## src/rtl/pipe_hazard_ctrl_if.sv

```systemverilog
// Hazard-controller port bundle: ID-stage instruction fields and branch strobe in; enables, strobes, forwarding selects and perf counters out.
interface pipe_hazard_ctrl_if #(
    parameter int RA_W  = 5,
    parameter int CNT_W = 32
);
    logic              id_valid;
    logic [RA_W-1:0]   id_rs;
    logic [RA_W-1:0]   id_rt;
    logic              id_use_rs;
    logic              id_use_rt;
    logic [RA_W-1:0]   id_dst;
    logic              id_regwrite;
    logic              id_memread;
    logic              Br_taken;

    logic              pc_en;
    logic              ifid_en;
    logic              ifid_flush;
    logic              idex_bubble;
    logic              exmem_flush;
    logic [1:0]        fwd_a;
    logic [1:0]        fwd_b;
    logic [CNT_W-1:0]  stall_cnt;
    logic [CNT_W-1:0]  flush_cnt;
    logic [CNT_W-1:0]  retire_cnt;

    modport master (
        output id_valid, id_rs, id_rt, id_use_rs, id_use_rt, id_dst,
               id_regwrite, id_memread, Br_taken,
        input  pc_en, ifid_en, ifid_flush, idex_bubble, exmem_flush,
               fwd_a, fwd_b, stall_cnt, flush_cnt, retire_cnt
    );

    modport slave (
        input  id_valid, id_rs, id_rt, id_use_rs, id_use_rt, id_dst,
               id_regwrite, id_memread, Br_taken,
        output pc_en, ifid_en, ifid_flush, idex_bubble, exmem_flush,
               fwd_a, fwd_b, stall_cnt, flush_cnt, retire_cnt
    );
endinterface

```

## src/rtl/pipe_hazard_ctrl.sv

```systemverilog
// 5-stage hazard/forwarding control; strobes and fwd selects are combinational (0 cycles), shadows/counters update at Clk.
// Backpressure: a RAW hazard holds PC and IF/ID and bubbles ID/EX; a taken branch overrides it with a flush.
module pipe_hazard_ctrl #(
    parameter int RA_W     = 5,
    parameter int CNT_W    = 32,
    parameter int FWD_EN   = 1,
    parameter int BR_STAGE = 2,
    parameter int RF_WTHRU = 1
) (
    input  logic             Clk,
    input  logic             Rst_n,
    pipe_hazard_ctrl_if.slave hz
);
    typedef struct packed {
        logic            valid;
        logic [RA_W-1:0] rs;
        logic [RA_W-1:0] rt;
        logic [RA_W-1:0] dst;
        logic            regwrite;
        logic            memread;
    } shadow_t;

    localparam int IDEX  = 0;
    localparam int EXMEM = 1;
    localparam int MEMWB = 2;

    shadow_t          r_sh [3];
    shadow_t          w_id_rec;
    logic [CNT_W-1:0] r_stall_cnt;
    logic [CNT_W-1:0] r_flush_cnt;
    logic [CNT_W-1:0] r_retire_cnt;
    logic             w_stall;
    logic             w_flush;
    logic             w_bubble;
    logic             w_exmem_flush;

    function automatic logic match(input shadow_t s, input logic [RA_W-1:0] r);
        return s.valid && s.regwrite && (s.dst == r) && (r != '0);
    endfunction

    function automatic logic raw_hazard(input shadow_t idex, input shadow_t exmem,
                                        input shadow_t memwb, input logic [RA_W-1:0] r);
        if (FWD_EN != 0)
            return idex.memread && match(idex, r);
        return match(idex, r) || match(exmem, r) || (match(memwb, r) && (RF_WTHRU == 0));
    endfunction

    // Youngest producer (EX/MEM) takes precedence over MEM/WB.
    function automatic logic [1:0] fwd_sel(input shadow_t exmem, input shadow_t memwb,
                                           input logic [RA_W-1:0] r);
        if (FWD_EN == 0)       return 2'b00;
        if (match(exmem, r))   return 2'b10;
        if (match(memwb, r))   return 2'b01;
        return 2'b00;
    endfunction

    function automatic logic [CNT_W-1:0] sat_inc(input logic [CNT_W-1:0] c, input logic en);
        return (en && (c != '1)) ? c + 1'b1 : c;
    endfunction

    always_comb begin
        w_stall = hz.id_valid &&
                  ((hz.id_use_rs && raw_hazard(r_sh[IDEX], r_sh[EXMEM], r_sh[MEMWB], hz.id_rs)) ||
                   (hz.id_use_rt && raw_hazard(r_sh[IDEX], r_sh[EXMEM], r_sh[MEMWB], hz.id_rt)));
        w_flush       = hz.Br_taken;
        w_bubble      = w_flush || w_stall;
        w_exmem_flush = w_flush && (BR_STAGE == 3);

        w_id_rec          = '0;
        w_id_rec.valid    = hz.id_valid;
        w_id_rec.rs       = hz.id_rs;
        w_id_rec.rt       = hz.id_rt;
        w_id_rec.dst      = hz.id_dst;
        w_id_rec.regwrite = hz.id_regwrite;
        w_id_rec.memread  = hz.id_memread;
        if (w_bubble) w_id_rec = '0;
    end

    // Strobes are forced quiet while reset is held, independent of the inputs.
    assign hz.pc_en       = Rst_n && (w_flush || !w_stall);
    assign hz.ifid_en     = Rst_n && (w_flush || !w_stall);
    assign hz.ifid_flush  = Rst_n && w_flush;
    assign hz.idex_bubble = Rst_n && w_bubble;
    assign hz.exmem_flush = Rst_n && w_exmem_flush;
    assign hz.fwd_a       = fwd_sel(r_sh[EXMEM], r_sh[MEMWB], r_sh[IDEX].rs);
    assign hz.fwd_b       = fwd_sel(r_sh[EXMEM], r_sh[MEMWB], r_sh[IDEX].rt);
    assign hz.stall_cnt   = r_stall_cnt;
    assign hz.flush_cnt   = r_flush_cnt;
    assign hz.retire_cnt  = r_retire_cnt;

    always_ff @(posedge Clk or negedge Rst_n) begin
        if (!Rst_n) begin
            r_sh[IDEX]   <= '0;
            r_sh[EXMEM]  <= '0;
            r_sh[MEMWB]  <= '0;
            r_stall_cnt  <= '0;
            r_flush_cnt  <= '0;
            r_retire_cnt <= '0;
        end else begin
            r_sh[MEMWB]  <= w_exmem_flush ? '0 : r_sh[EXMEM];
            r_sh[EXMEM]  <= r_sh[IDEX];
            r_sh[IDEX]   <= w_id_rec;
            r_stall_cnt  <= sat_inc(r_stall_cnt, w_stall && !w_flush);
            r_flush_cnt  <= sat_inc(r_flush_cnt, w_flush);
            r_retire_cnt <= sat_inc(r_retire_cnt, r_sh[MEMWB].valid);
        end
    end
endmodule

```

## src/flat_wrapper.sv

```systemverilog
// flat-port wrapper written by rule: the top's interface ports become plain ports
module pipe_hazard_ctrl_flat 
#(
    parameter int RA_W     = 5,
    parameter int CNT_W    = 32,
    parameter int FWD_EN   = 1,
    parameter int BR_STAGE = 2,
    parameter int RF_WTHRU = 1
)
  (Clk, Rst_n, hz_id_valid, hz_id_rs, hz_id_rt, hz_id_use_rs, hz_id_use_rt, hz_id_dst, hz_id_regwrite, hz_id_memread, hz_Br_taken, hz_pc_en, hz_ifid_en, hz_ifid_flush, hz_idex_bubble, hz_exmem_flush, hz_fwd_a, hz_fwd_b, hz_stall_cnt, hz_flush_cnt, hz_retire_cnt);
  pipe_hazard_ctrl_if #(.RA_W(RA_W), .CNT_W(CNT_W)) hz_i ();
  input  logic Clk;
  input  logic Rst_n;
  input wire logic [$bits(hz_i.id_valid)-1:0] hz_id_valid;
  input wire logic [$bits(hz_i.id_rs)-1:0] hz_id_rs;
  input wire logic [$bits(hz_i.id_rt)-1:0] hz_id_rt;
  input wire logic [$bits(hz_i.id_use_rs)-1:0] hz_id_use_rs;
  input wire logic [$bits(hz_i.id_use_rt)-1:0] hz_id_use_rt;
  input wire logic [$bits(hz_i.id_dst)-1:0] hz_id_dst;
  input wire logic [$bits(hz_i.id_regwrite)-1:0] hz_id_regwrite;
  input wire logic [$bits(hz_i.id_memread)-1:0] hz_id_memread;
  input wire logic [$bits(hz_i.Br_taken)-1:0] hz_Br_taken;
  output wire logic [$bits(hz_i.pc_en)-1:0] hz_pc_en;
  output wire logic [$bits(hz_i.ifid_en)-1:0] hz_ifid_en;
  output wire logic [$bits(hz_i.ifid_flush)-1:0] hz_ifid_flush;
  output wire logic [$bits(hz_i.idex_bubble)-1:0] hz_idex_bubble;
  output wire logic [$bits(hz_i.exmem_flush)-1:0] hz_exmem_flush;
  output wire logic [$bits(hz_i.fwd_a)-1:0] hz_fwd_a;
  output wire logic [$bits(hz_i.fwd_b)-1:0] hz_fwd_b;
  output wire logic [$bits(hz_i.stall_cnt)-1:0] hz_stall_cnt;
  output wire logic [$bits(hz_i.flush_cnt)-1:0] hz_flush_cnt;
  output wire logic [$bits(hz_i.retire_cnt)-1:0] hz_retire_cnt;
  assign hz_i.id_valid = hz_id_valid;
  assign hz_i.id_rs = hz_id_rs;
  assign hz_i.id_rt = hz_id_rt;
  assign hz_i.id_use_rs = hz_id_use_rs;
  assign hz_i.id_use_rt = hz_id_use_rt;
  assign hz_i.id_dst = hz_id_dst;
  assign hz_i.id_regwrite = hz_id_regwrite;
  assign hz_i.id_memread = hz_id_memread;
  assign hz_i.Br_taken = hz_Br_taken;
  assign hz_pc_en = hz_i.pc_en;
  assign hz_ifid_en = hz_i.ifid_en;
  assign hz_ifid_flush = hz_i.ifid_flush;
  assign hz_idex_bubble = hz_i.idex_bubble;
  assign hz_exmem_flush = hz_i.exmem_flush;
  assign hz_fwd_a = hz_i.fwd_a;
  assign hz_fwd_b = hz_i.fwd_b;
  assign hz_stall_cnt = hz_i.stall_cnt;
  assign hz_flush_cnt = hz_i.flush_cnt;
  assign hz_retire_cnt = hz_i.retire_cnt;
  pipe_hazard_ctrl #(.RA_W(RA_W), .CNT_W(CNT_W), .FWD_EN(FWD_EN), .BR_STAGE(BR_STAGE), .RF_WTHRU(RF_WTHRU)) u_core (.Clk(Clk), .Rst_n(Rst_n), .hz(hz_i));
endmodule
```

## config.mk

```make
export PLATFORM = sky130hd
export DESIGN_NAME = pipe_hazard_ctrl_flat
export DESIGN_NICKNAME = d
export VERILOG_FILES = /design/src/rtl/pipe_hazard_ctrl_if.sv /design/src/rtl/pipe_hazard_ctrl.sv /design/src/flat_wrapper.sv
export SDC_FILE = /design/constraint.sdc
export NUM_CORES = 1
export LEC_CHECK = 0
export CELL_PAD_IN_SITES_DETAIL_PLACEMENT = 0
export CELL_PAD_IN_SITES_GLOBAL_PLACEMENT = 1
export CORE_ASPECT_RATIO = 1.2
export CORE_MARGIN = 2
export CORE_UTILIZATION = 44
export CTS_BUF_LIST = sky130_fd_sc_hd__clkbuf_4 sky130_fd_sc_hd__clkbuf_8
export DETAILED_ROUTE_END_ITERATION = 16
export HOLD_SLACK_MARGIN = 0.12
export PLACE_DENSITY_LB_ADDON = 0.1
export SYNTH_ARGS = -nofsm -noshare
export SYNTH_HDL_FRONTEND = slang
export SYNTH_SLANG_ARGS = --single-unit
export TNS_END_PERCENT = 50
```

## constraint.sdc

```tcl
create_clock -name Clk -period 5.3 [get_ports Clk]
set_clock_uncertainty 0.1 [all_clocks]
set_input_delay 0.53 -clock Clk [delete_from_list [all_inputs] [get_ports Clk]]
set_output_delay 0.53 -clock Clk [all_outputs]
set_load 0.005 [all_outputs]
```

==> impl_metrics.ini <==
[sta]
setup_violations = 0
whs_ns = 0.283
tns_ns = 0
finalHoldViolCount = 0
grt_setup_unrepaired = false
finalCritPeriodShare = 0.700
slew_headroom = 0.416
tightest_slew_ns = 0.877
maxSlewViolCount = 0
period_minus_slack_ns = 3.71
max_freq_ghz = 0.269

[grt]
grt_pass1_vias = 4675
track_usage = 0.188
grt_pass1_wl_um = 22400
gr-total-overflow = 0
grt_max_degree = 71
antenna_found_initial = 0

[setup_path]
slowest_delay_ns = 0.69
critPathMaxFanout = 19
worstPathRequired_ns = 4.67
start_kind = input pin
critPathCaptureType = output port
critPathKind = input pin to output port
cpMaxStageDelayCell = nor3_2
crit_arrival_ns = 3.08
cp_cell_sequence = clkdlybuf4s50_1 > or4_1 > a21oi_2 > nor3_2 > nor3_2 > nor2_1 > clkdlybuf4s50_1

[synth]
syn_area_per_cell_um2 = 10.8
synth_area_um2 = 6000
ys_seq_area_frac = 0.534
synth_warnings = 0
yosysUniqueCellTypes = 43
syn_inst = 554
synth_edf_count = 0
synthArstFlopShare = 1.00
synth_seq_cells = 128
syn_nets = 580
synthFlopType = dfrtp_1

[detailed_routing]
drt-total-wl_um = 13000
wl_per_cell_um = 14.9
via_per_inst = 5.21
drt-pass1-iter-count = 4
drtIter0Drc = 171
ant_nets = 0
vias = 4552
drc_errors = 0

[power_and_ir_drop]
powerDensity_nw_per_um2 = 280
irDropWorstVdd_mv = 0.149
p_sw_uw = 538
p_leak_nw = 3.44
design_power_total_mw = 2.19
combinationalPowerShare = 0.121
power_frac_clock = 0.375
swShare = 0.246
pwr-share-seq = 0.504
internal_power_mw = 1.65

[clock_tree]
clockBufferDepth = 2
hold_buffers = 1
cts_buffers = 17
cts_setup_buffers = 0
cts_tree = yes
clk_pin_slew_worst_paths_ns = 0.07
clock-sinks = 128
htreeDepth = 4
cts-resized-gates = 0
clock_latency_ns = 0.44
cts_root_buffer = clkbuf_8

[floorplanning]
io_pins = 128
core_area_um2 = 13300
rows = 46
dieWidth_um = 111
fp.dieArea_um2 = 14600
fp.dieH_um = 132
start_util = 0.452

[finish]
final_cell_mix = dfrtp_1, clkdlybuf4s50_1, xnor2_1
post-route-util = 0.589
fin_area_um2 = 7830
antenna_cells_inserted = 0
final_layout_size_suffix_gt1_frac = 0.0737
mostFrequentLayoutCell = dfrtp_1
nNetsFinal = 719
syn_to_final_growth_pct = 30.5

[placement]
place_area_um2 = 7420
dpl.hpwl_um = 9510
place.gp.congestion = 0.885
place.port_buffers = 126

[job]
cap_violations = 0

[run_status]
status = complete, no violations

[hold_path]
hp-class = flip-flop to flip-flop
-- power groups by stage --
stage | logic, mW | registers, mW | clock network, mW
floorplan | 0.112 | 1.11 | 0
global placement | 0.262 | 1.12 | 0
detailed placement | 0.267 | 1.13 | 0
CTS | 0.269 | 1.11 | 0.847
global route | 0.290 | 1.12 | 0.885
finish | 0.264 | 1.11 | 0.822
-- final timing paths --
kind | end | slack (ns) | startpoint | depth (start not counted)
setup / recovery | hz_idex_bubble | 1.59 | hz_id_rt[0] | 7
hold / removal | u_core.r_sh[19] | 0.28 | u_core.r_sh[37] | 0
setup reg to reg | u_core.hz.stall_cnt[1] | 2.78 | u_core.hz.stall_cnt[0] | 6
hold reg to reg | u_core.r_sh[19] | 0.28 | u_core.r_sh[37] | 0
max in group asynchronous | u_core.hz.stall_cnt[8] | 3.15 | Rst_n | 3
min in group asynchronous | u_core.hz.retire_cnt[9] | 0.60 | Rst_n | 2
-- cell usage after synthesis (3+ instances only) --
master / instances / share of area
nor3_2: 4 / 0.0067
and4_1: 8 / 0.012
or4_1: 3 / 0.0038
xnor2_1: 68 / 0.099
ha_1: 3 / 0.0063
inv_1: 10 / 0.0063
nand2_1: 47 / 0.029
and3_1: 15 / 0.016
dfrtp_1: 128 / 0.53
and2_1: 26 / 0.027
xor2_1: 47 / 0.069
a21oi_1: 3 / 0.0025
mux2_1: 3 / 0.0056
nand4_1: 31 / 0.032
nor2_1: 43 / 0.027
nand3_1: 51 / 0.043
nor3_1: 20 / 0.017
nor4_1: 7 / 0.0073
-- cell type report --
type                            count  area, um2
Fill cell                        1168       5460
Sequential cell                   128       3200
Multi-Input combinational cell    408       2710
Timing Repair Buffer              128       1280
Clock buffer                       27        347
Tap cell                          168        210
Clock inverter                      5       50.0
Inverter                           10       37.5
-- state kept, by name (all words and copies together) (netlist names) --
signal,count
u_core.r_sh,32
u_core.hz.stall_cnt,32
u_core.hz.retire_cnt,32
u_core.hz.flush_cnt,32
-- layer usage --
metal / part of all wire / global-route usage / vias up
met4: 0.026 / 0.0875 / 0
met5: 0 / 0 / -
met1: 0.44 / 0.233 / 2205
li1: - / - / 2189
met2: 0.48 / 0.309 / 126
met3: 0.050 / 0.0483 / 32
-- kinds of logic (layout without fill, tap and decap cells) --
| group | after synthesis | count (layout) | synth area share |
|---|---|---|---|
| AOI/OAI and AO/OA | 11 | 11 | 0.0165 |
| muxes | 6 | 6 | 0.0110 |
| other | 1 | 1 | 0.000625 |
| xor gates and xnor gates | 115 | 115 | 0.168 |
| adders and majority gates | 3 | 3 | 0.00625 |
| buffers and inverters | 18 | 170 | 0.0154 |
| and+or+nand+nor | 272 | 272 | 0.249 |
| DFF | 128 | 128 | 0.534 |
-- worst max-delay path: cells and delay by family --
| family | cells | cell delay, ns |
|---|---|---|
| and+or+nand+nor | 4 | 1.43 |
| AOI/OAI and AO/OA | 1 | 0.20 |
| buffers and inverters | 2 | 0.93 |
-- through the flow --
stage / cells / worst slack (ns)
floorplan: 554 / 2.79
global placement: 841 / 1.64
detailed placement: 841 / 1.56
CTS: 874 / 1.55
global route: 874 / 1.34
finish: 874 / 1.59
Note: power is estimated with default switching activity, not from simulation.
